## src/rtl/instr_mem_loader_if.sv

```systemverilog
// Byte-stream / instruction-memory write bundle for instr_mem_loader.
// master = stream source and status consumer, slave = the loader itself.
interface instr_mem_loader_if #(
    parameter int unsigned WORD_W = 72,
    parameter int unsigned BYTE_W = 8,
    parameter int unsigned ADDR_W = 10
);
    logic              start;
    logic [ADDR_W:0]   word_count;
    logic [BYTE_W-1:0] byte_in;
    logic              byte_valid;
    logic              byte_ready;
    logic              imem_we;
    logic [ADDR_W-1:0] imem_addr;
    logic [WORD_W-1:0] imem_wdata;
    logic              cpu_hold;
    logic              busy;
    logic              done;
    logic              error;

    modport master (
        output start, word_count, byte_in, byte_valid,
        input  byte_ready, imem_we, imem_addr, imem_wdata, cpu_hold, busy, done, error
    );

    modport slave (
        input  start, word_count, byte_in, byte_valid,
        output byte_ready, imem_we, imem_addr, imem_wdata, cpu_hold, busy, done, error
    );
endinterface

```

## src/rtl/instr_mem_loader.sv

```systemverilog
// Packs a byte stream MSB-first into instruction words and writes them from address 0 while holding the core.
// Optional trailing XOR checksum byte: define INSTR_LOADER_CHECKSUM_EN.
module instr_mem_loader #(
    parameter int unsigned WORD_W = 72,
    parameter int unsigned BYTE_W = 8,
    parameter int unsigned ADDR_W = 10,
    parameter int unsigned DEPTH  = 1024
) (
    input logic               clk,
    input logic               rst,
    instr_mem_loader_if.slave bus
);
    localparam int unsigned     BPW     = WORD_W / BYTE_W;
    localparam int unsigned     BCW     = $clog2(BPW);
    localparam logic [ADDR_W:0] DEPTH_N = (ADDR_W + 1)'(DEPTH);

    typedef enum logic [2:0] {S_IDLE, S_RECV, S_WRITE, S_CHECK, S_DONE} state_t;

    state_t          r_state, w_next;
    logic [ADDR_W:0] r_n, r_wcnt, w_wcnt_inc, w_n;
    logic [BCW-1:0]  r_bcnt;
    logic [WORD_W-1:0] r_shift;
    logic            r_busy, r_done;
    logic            w_ready, w_we, w_accept, w_last_byte;

    assign w_n         = (bus.word_count > DEPTH_N) ? DEPTH_N : bus.word_count;
    assign w_accept    = bus.byte_valid & w_ready;
    assign w_last_byte = (r_bcnt == BCW'(BPW - 1));
    assign w_wcnt_inc  = r_wcnt + 1'b1;

    always_ff @(posedge clk or posedge rst) begin
        if (rst) r_state <= S_IDLE;
        else     r_state <= w_next;
    end

    always_comb begin
        w_next  = r_state;
        w_ready = 1'b0;
        w_we    = 1'b0;
        case (r_state)
            S_IDLE: begin
                if (bus.start) w_next = (w_n == '0) ? S_DONE : S_RECV;
            end
            S_RECV: begin
                w_ready = 1'b1;
                if (bus.byte_valid && w_last_byte) w_next = S_WRITE;
            end
            S_WRITE: begin
                w_we = 1'b1;
`ifdef INSTR_LOADER_CHECKSUM_EN
                w_next = (w_wcnt_inc == r_n) ? S_CHECK : S_RECV;
`else
                w_next = (w_wcnt_inc == r_n) ? S_DONE : S_RECV;
`endif
            end
`ifdef INSTR_LOADER_CHECKSUM_EN
            S_CHECK: begin
                w_ready = 1'b1;
                if (bus.byte_valid) w_next = S_DONE;
            end
`endif
            S_DONE:  w_next = S_IDLE;
            default: w_next = S_IDLE;
        endcase
    end

    always_ff @(posedge clk or posedge rst) begin
        if (rst) begin
            r_n     <= '0;
            r_wcnt  <= '0;
            r_bcnt  <= '0;
            r_shift <= '0;
            r_busy  <= 1'b0;
            r_done  <= 1'b0;
        end else begin
            case (r_state)
                S_IDLE: begin
                    if (bus.start) begin
                        r_n    <= w_n;
                        r_wcnt <= '0;
                        r_bcnt <= '0;
                        r_busy <= 1'b1;
                        r_done <= 1'b0;
                    end
                end
                S_RECV: begin
                    if (w_accept) begin
                        r_shift <= {r_shift[WORD_W-BYTE_W-1:0], bus.byte_in};
                        r_bcnt  <= w_last_byte ? '0 : r_bcnt + 1'b1;
                    end
                end
                S_WRITE: r_wcnt <= w_wcnt_inc;
                S_DONE: begin
                    r_busy <= 1'b0;
                    r_done <= 1'b1;
                end
                default: ;
            endcase
        end
    end

`ifdef INSTR_LOADER_CHECKSUM_EN
    logic [BYTE_W-1:0] r_xsum;
    logic              r_error;

    always_ff @(posedge clk or posedge rst) begin
        if (rst) begin
            r_xsum  <= '0;
            r_error <= 1'b0;
        end else if (r_state == S_IDLE && bus.start) begin
            r_xsum  <= '0;
            r_error <= 1'b0;
        end else if (r_state == S_RECV && w_accept) begin
            r_xsum  <= r_xsum ^ bus.byte_in;
        end else if (r_state == S_CHECK && w_accept) begin
            r_error <= (bus.byte_in != r_xsum);
        end
    end

    assign bus.error = r_error;
`else
    assign bus.error = 1'b0;
`endif

    // Address/data are forced to zero outside WRITE so the counter's terminal value never shows on the bus.
    assign bus.byte_ready = w_ready;
    assign bus.imem_we    = w_we;
    assign bus.imem_addr  = w_we ? r_wcnt[ADDR_W-1:0] : '0;
    assign bus.imem_wdata = w_we ? r_shift : '0;
    assign bus.cpu_hold   = r_busy;
    assign bus.busy       = r_busy;
    assign bus.done       = r_done;
endmodule

```

## src/flat_wrapper.sv

```systemverilog
// flat-port wrapper written by rule: the top's interface ports become plain ports
module instr_mem_loader_flat 
#(
    parameter int unsigned WORD_W = 72,
    parameter int unsigned BYTE_W = 8,
    parameter int unsigned ADDR_W = 10,
    parameter int unsigned DEPTH  = 1024
)
  (clk, rst, bus_start, bus_word_count, bus_byte_in, bus_byte_valid, bus_byte_ready, bus_imem_we, bus_imem_addr, bus_imem_wdata, bus_cpu_hold, bus_busy, bus_done, bus_error);
  instr_mem_loader_if #(.WORD_W(WORD_W), .BYTE_W(BYTE_W), .ADDR_W(ADDR_W)) bus_i ();
  input logic clk;
  input logic rst;
  input wire logic [$bits(bus_i.start)-1:0] bus_start;
  input wire logic [$bits(bus_i.word_count)-1:0] bus_word_count;
  input wire logic [$bits(bus_i.byte_in)-1:0] bus_byte_in;
  input wire logic [$bits(bus_i.byte_valid)-1:0] bus_byte_valid;
  output wire logic [$bits(bus_i.byte_ready)-1:0] bus_byte_ready;
  output wire logic [$bits(bus_i.imem_we)-1:0] bus_imem_we;
  output wire logic [$bits(bus_i.imem_addr)-1:0] bus_imem_addr;
  output wire logic [$bits(bus_i.imem_wdata)-1:0] bus_imem_wdata;
  output wire logic [$bits(bus_i.cpu_hold)-1:0] bus_cpu_hold;
  output wire logic [$bits(bus_i.busy)-1:0] bus_busy;
  output wire logic [$bits(bus_i.done)-1:0] bus_done;
  output wire logic [$bits(bus_i.error)-1:0] bus_error;
  assign bus_i.start = bus_start;
  assign bus_i.word_count = bus_word_count;
  assign bus_i.byte_in = bus_byte_in;
  assign bus_i.byte_valid = bus_byte_valid;
  assign bus_byte_ready = bus_i.byte_ready;
  assign bus_imem_we = bus_i.imem_we;
  assign bus_imem_addr = bus_i.imem_addr;
  assign bus_imem_wdata = bus_i.imem_wdata;
  assign bus_cpu_hold = bus_i.cpu_hold;
  assign bus_busy = bus_i.busy;
  assign bus_done = bus_i.done;
  assign bus_error = bus_i.error;
  instr_mem_loader #(.WORD_W(WORD_W), .BYTE_W(BYTE_W), .ADDR_W(ADDR_W), .DEPTH(DEPTH)) u_core (.clk(clk), .rst(rst), .bus(bus_i));
endmodule
```

## config.mk

```make
export PLATFORM = sky130hd
export DESIGN_NAME = instr_mem_loader_flat
export DESIGN_NICKNAME = d
export VERILOG_FILES = /design/src/rtl/instr_mem_loader_if.sv /design/src/rtl/instr_mem_loader.sv /design/src/flat_wrapper.sv
export SDC_FILE = /design/constraint.sdc
export NUM_CORES = 1
export LEC_CHECK = 0
export ABC_AREA = 1
export CAP_MARGIN = 20
export CORE_ASPECT_RATIO = 1.4
export CORE_MARGIN = 2
export CORE_UTILIZATION = 46
export DETAILED_ROUTE_END_ITERATION = 7
export PLACE_DENSITY_LB_ADDON = 0.1
export SYNTH_ARGS = -nofsm -noshare
export SYNTH_HDL_FRONTEND = slang
export SYNTH_SLANG_ARGS = --single-unit
```

## constraint.sdc

```tcl
create_clock -name clk -period 2.84 [get_ports clk]
set_input_delay 0.284 -clock clk [delete_from_list [all_inputs] [get_ports clk]]
set_output_delay 0.284 -clock clk [all_outputs]
set_load 0.02 [all_outputs]
```

==> results by stage <==
Timing:
- The final cycle utilization of the critical path is 93.7%.
- The final-report max-slew violation count came to 0.
- At the pin with the least slew margin, the transition time is 763 ps.
- The number of hold violations in the final report was 0.
- Setup repair after global routing left no endpoint under its margin.
- The worst path meets setup with ~180 ps of slack.
- Setup violations remaining at the end of the flow were counted as 0.
- On the final layout, the worst clock skew is 6.87 ps.
- The final total negative setup slack is 0 ps.
- In this run the tightest slew margin relative to its limit is 49.0%.
- The smallest clock period supported by the final layout is computed as 2660 ps.
- The top achievable clock speed is 376 MHz.

Worst setup path:
- Of all nets on the critical path, the largest fanout is 54.
- Traced cell by cell, the critical path runs through nor2_1 > nand2_4 > buf_12 > nor2_1 > clkdlybuf4s50_1.
- Counting stages on the worst path, the most repeated cell is sky130_fd_sc_hd__nor2_1.
- The number of buffer and inverter instances along the worst setup path is 2.
- The startpoint type of the worst setup path is a flop.
- The arrival time at the worst endpoint is 2380 ps.
- The cell type of the slowest stage on the worst timing path is sky130_fd_sc_hd__clkdlybuf4s50_1.
- The family with the most delay on the worst path is buffers and inverters.
- The category of the critical setup timing path is flop to output pin.
- The largest incremental delay on the critical path is 630 ps.
- STA classifies the critical path endpoint as an output pin.
- For the worst setup path, the data required time is 2560 ps.

Logic synthesis:
- The mean instance size in the synthesized netlist is ~7.7 µm².
- The count of state elements after synthesis is 103.
- The number of different library cells used by synthesis comes to 30.
- After synthesis the cells add up to 4950 µm².
- The net count after synthesis is 668.
- The number of synthesized flops with an enable pin is 0.
- The number of warnings issued by yosys is 0.
- For this run, asynchronously set or reset flops after synthesis account for 100%.
- The synthesized netlist cell count is 642.
- The most common flop cell mapped by yosys is sky130_fd_sc_hd__dfrtp_1.
- In the post-synthesis netlist, the biggest area contributors are sky130_fd_sc_hd__dfrtp_1 52%, sky130_fd_sc_hd__nand2_1 9.8%, sky130_fd_sc_hd__inv_1 8.3%.
- The cell taking the most area after synthesis is sky130_fd_sc_hd__dfrtp_1.
- The top cell type's share of synthesized area is 52.1%.
- Sequential elements use 52.1% of the synthesized area.

Global route:
- The maximum number of pins on one net before global-route repair is 146.
- The overall global routing resource usage is 19.5%.
- The via count of the first global-routing pass is 4,049.
- The initial antenna violation count came to 0.
- The leftover overflow at the end of global routing is 0.
- The first global-routing pass estimated about 18,000 µm of wire.

Cells and area:
- For this run, the share of the core covered by cells in the final layout is 62.4%.
- The post-synthesis to final-layout area growth is 31.2%.
- The post-route netlist has 4.98% of its cells at a drive strength greater than 1.
- The fill cell instance count of the final layout is between 900 and 1,000.
- The number of nets in the layout is about 770.
- 0 antenna diodes ended up in the layout.

Placement:
- Detailed placement finished with a half-perimeter wire length of roughly 7900 µm.
- Routability-driven placement finished with a final weighted congestion of 0.863.
- The number of port buffers is 109.
- The worst-case setup slack after placement is 502 ps.

Pwr:
- IR analysis of the VDD net gives a maximum drop of 0.000639 V.
- In this run the static leakage power is 0.00296 µW.
- Power spread over the standard cell area amounts to 858 nW/µm².

Clock tree:
- Buffers added to address setup during post-CTS repair amount to 0.
- Buffers inserted during clock tree synthesis total 9.
- The clock passes through at most 2 buffers.
- The clock insertion delay at the later pin of the skew report is 340 ps.
- Clock-pin slew was measured on the worst setup and hold paths at 70 ps.
- The number of sinks handled by clock tree synthesis is a little over 100.
- In this run the number of H-tree levels came out at 3.
- The number of gates resized after CTS was 0.
- The tree is rooted in a sky130_fd_sc_hd__clkbuf_16.
- TritonCTS built the clock tree.
- For this design, the CTS-stage hold fixing added 0 buffers.

Outcome:
- The flow ran to the end, and the final reports show no timing, DRC or antenna violations.

Routing:
- Using the TritonRoute via totals, the vias-per-cell ratio works out to 4.74.
- The residual DRC count is 0.
- For this block, the routed nets add up to around 11,000 µm of wire.
- The routed wire length per instance is 12.4 µm.
- The detailed router finished its first iteration with 277 violations.
- For this run, the detailed router's first-pass iteration total came to 6.
- The count of vias placed by the detailed router is 4,173.
- The number of antenna-violating nets in the routed design is 0.

Floorplan:
- After floorplanning, the core was sized to cover 10,400 µm².
- The floorplan step set the die height to 127 µm.
- In this run the horizontal extent of the chip is 91.6 µm.
- After floorplanning, the core was divided into 44 placement rows.
- During I/O placement, the number of pins put on the boundary was 111.
- The die covers 11,600 µm².
- The initial utilization of the core area, before any placement, comes to 47.5%.

Worst hold path:
- In this run the worst hold path is classified as primary input to asynchronous set/reset pin.

Run:
- The total of max-cap violations is 0.
[worst paths after layout]
path / startpoint / end / slack [ps] / cells after the start
setup / recovery: u_core.r_state[2] / bus_imem_wdata[45] / 180 / 5
hold / removal: rst / u_core.r_shift[46] / 430 / 2
setup reg to reg: u_core.r_state[2] / u_core.r_wcnt[7] / 760 / 8
hold reg to reg: u_core.bus.done / u_core.bus.done / 480 / 2
max in group asynchronous: rst / u_core.r_shift[69] / 1750 / 3
min in group clk: u_core.bus.done / u_core.bus.done / 480 / 2
[placed cells by master (no fill, tap or decap), types with 2 or more instances in the layout]
cell                                n
sky130_fd_sc_hd__nor2_1            99
sky130_fd_sc_hd__inv_1            109
sky130_fd_sc_hd__o22ai_1            7
sky130_fd_sc_hd__nand4_1            5
sky130_fd_sc_hd__nand2_4            2
sky130_fd_sc_hd__buf_12             3
sky130_fd_sc_hd__a21oi_1           12
sky130_fd_sc_hd__dfrtp_1          103
sky130_fd_sc_hd__nand3_1           37
sky130_fd_sc_hd__o21ai_0           79
sky130_fd_sc_hd__nand2_1          127
sky130_fd_sc_hd__clkbuf_16          9
sky130_fd_sc_hd__o21ai_1            5
sky130_fd_sc_hd__nor3_1             2
sky130_fd_sc_hd__ha_1               3
sky130_fd_sc_hd__clkinvlp_4         3
sky130_fd_sc_hd__xor2_1             2
sky130_fd_sc_hd__inv_2              2
sky130_fd_sc_hd__nand2_2            4
sky130_fd_sc_hd__clkdlybuf4s50_1  109
sky130_fd_sc_hd__nor2_2             4
[cell type report]
cell class / count / area (µm²) / area share [%]
Tap cell: 138 / 173 / 2.66
Multi-Input combinational cell: 399 / 1840 / 28.4
Clock buffer: 10 / 229 / 3.53
Inverter: 112 / 424 / 6.53
Timing Repair Buffer: 114 / 1190 / 18.3
Sequential cell: 103 / 2580 / 39.7
Clock inverter: 5 / 58.8 / 0.906
[flip-flops by register name, summed over array words and instances, names as in the netlist]
name	cells
u_core.bus.done	1
u_core.r_n	11
u_core.r_bcnt	4
u_core.bus.busy	1
u_core.r_state	3
u_core.r_shift	72
u_core.r_wcnt	11
[per-stage QoR]
stage / cell area [µm²] / total power (µW) / hold slack [ps] / cells
2_1_floorplan: 4950 / 3760 / 431 / 642
3_3_place_gp: 6180 / 4320 / 457 / 865
3_5_place_dp: 6180 / 4380 / 466 / 865
4_1_cts: 6460 / 5610 / 443 / 880
5_1_grt: 6490 / 6030 / 498 / 881
6_report: 6490 / 5570 / 427 / 881
[synth_stat cells (5+ instances only)]
cell,number
sky130_fd_sc_hd__clkbuf_1,20
sky130_fd_sc_hd__nor2_1,99
sky130_fd_sc_hd__o21ai_1,5
sky130_fd_sc_hd__nand2_1,129
sky130_fd_sc_hd__a21oi_1,12
sky130_fd_sc_hd__dfrtp_1,103
sky130_fd_sc_hd__buf_2,6
sky130_fd_sc_hd__nand4_1,5
sky130_fd_sc_hd__inv_1,110
sky130_fd_sc_hd__o22ai_1,7
sky130_fd_sc_hd__nand3_1,37
sky130_fd_sc_hd__o21ai_0,79
[report_power, final]
part	switching [µW]	total (µW)	internal, µW
Combinational	1260	1980	715
Clock	524	1200	680
Sequential	321	2390	2060
Total	2110	5570	3460
[layer usage]
layer | vias up | track usage (%) | routed length [µm]
li1 | 2174 | - | -
met1 | 1864 | 24.4 | 4730
met2 | 113 | 32.6 | 5370
met3 | 22 | 4.04 | 545
met4 | 0 | 8.73 | 282
met5 | - | 0 | 0
[cell families (layout without fill, tap and decap cells)]
family	count (synthesis)	count (layout)	synth area share [%]
other	1	1	0.0758
xor gates and xnor gates	3	3	0.810
AOI/OAI and AO/OA	104	104	10.8
buffers and inverters	140	241	10.9
adders and majority gates	3	3	0.759
DFF	103	103	52.1
and+or+nand+nor	288	288	24.6
No activity file was read; power rests on OpenSTA's default activity.
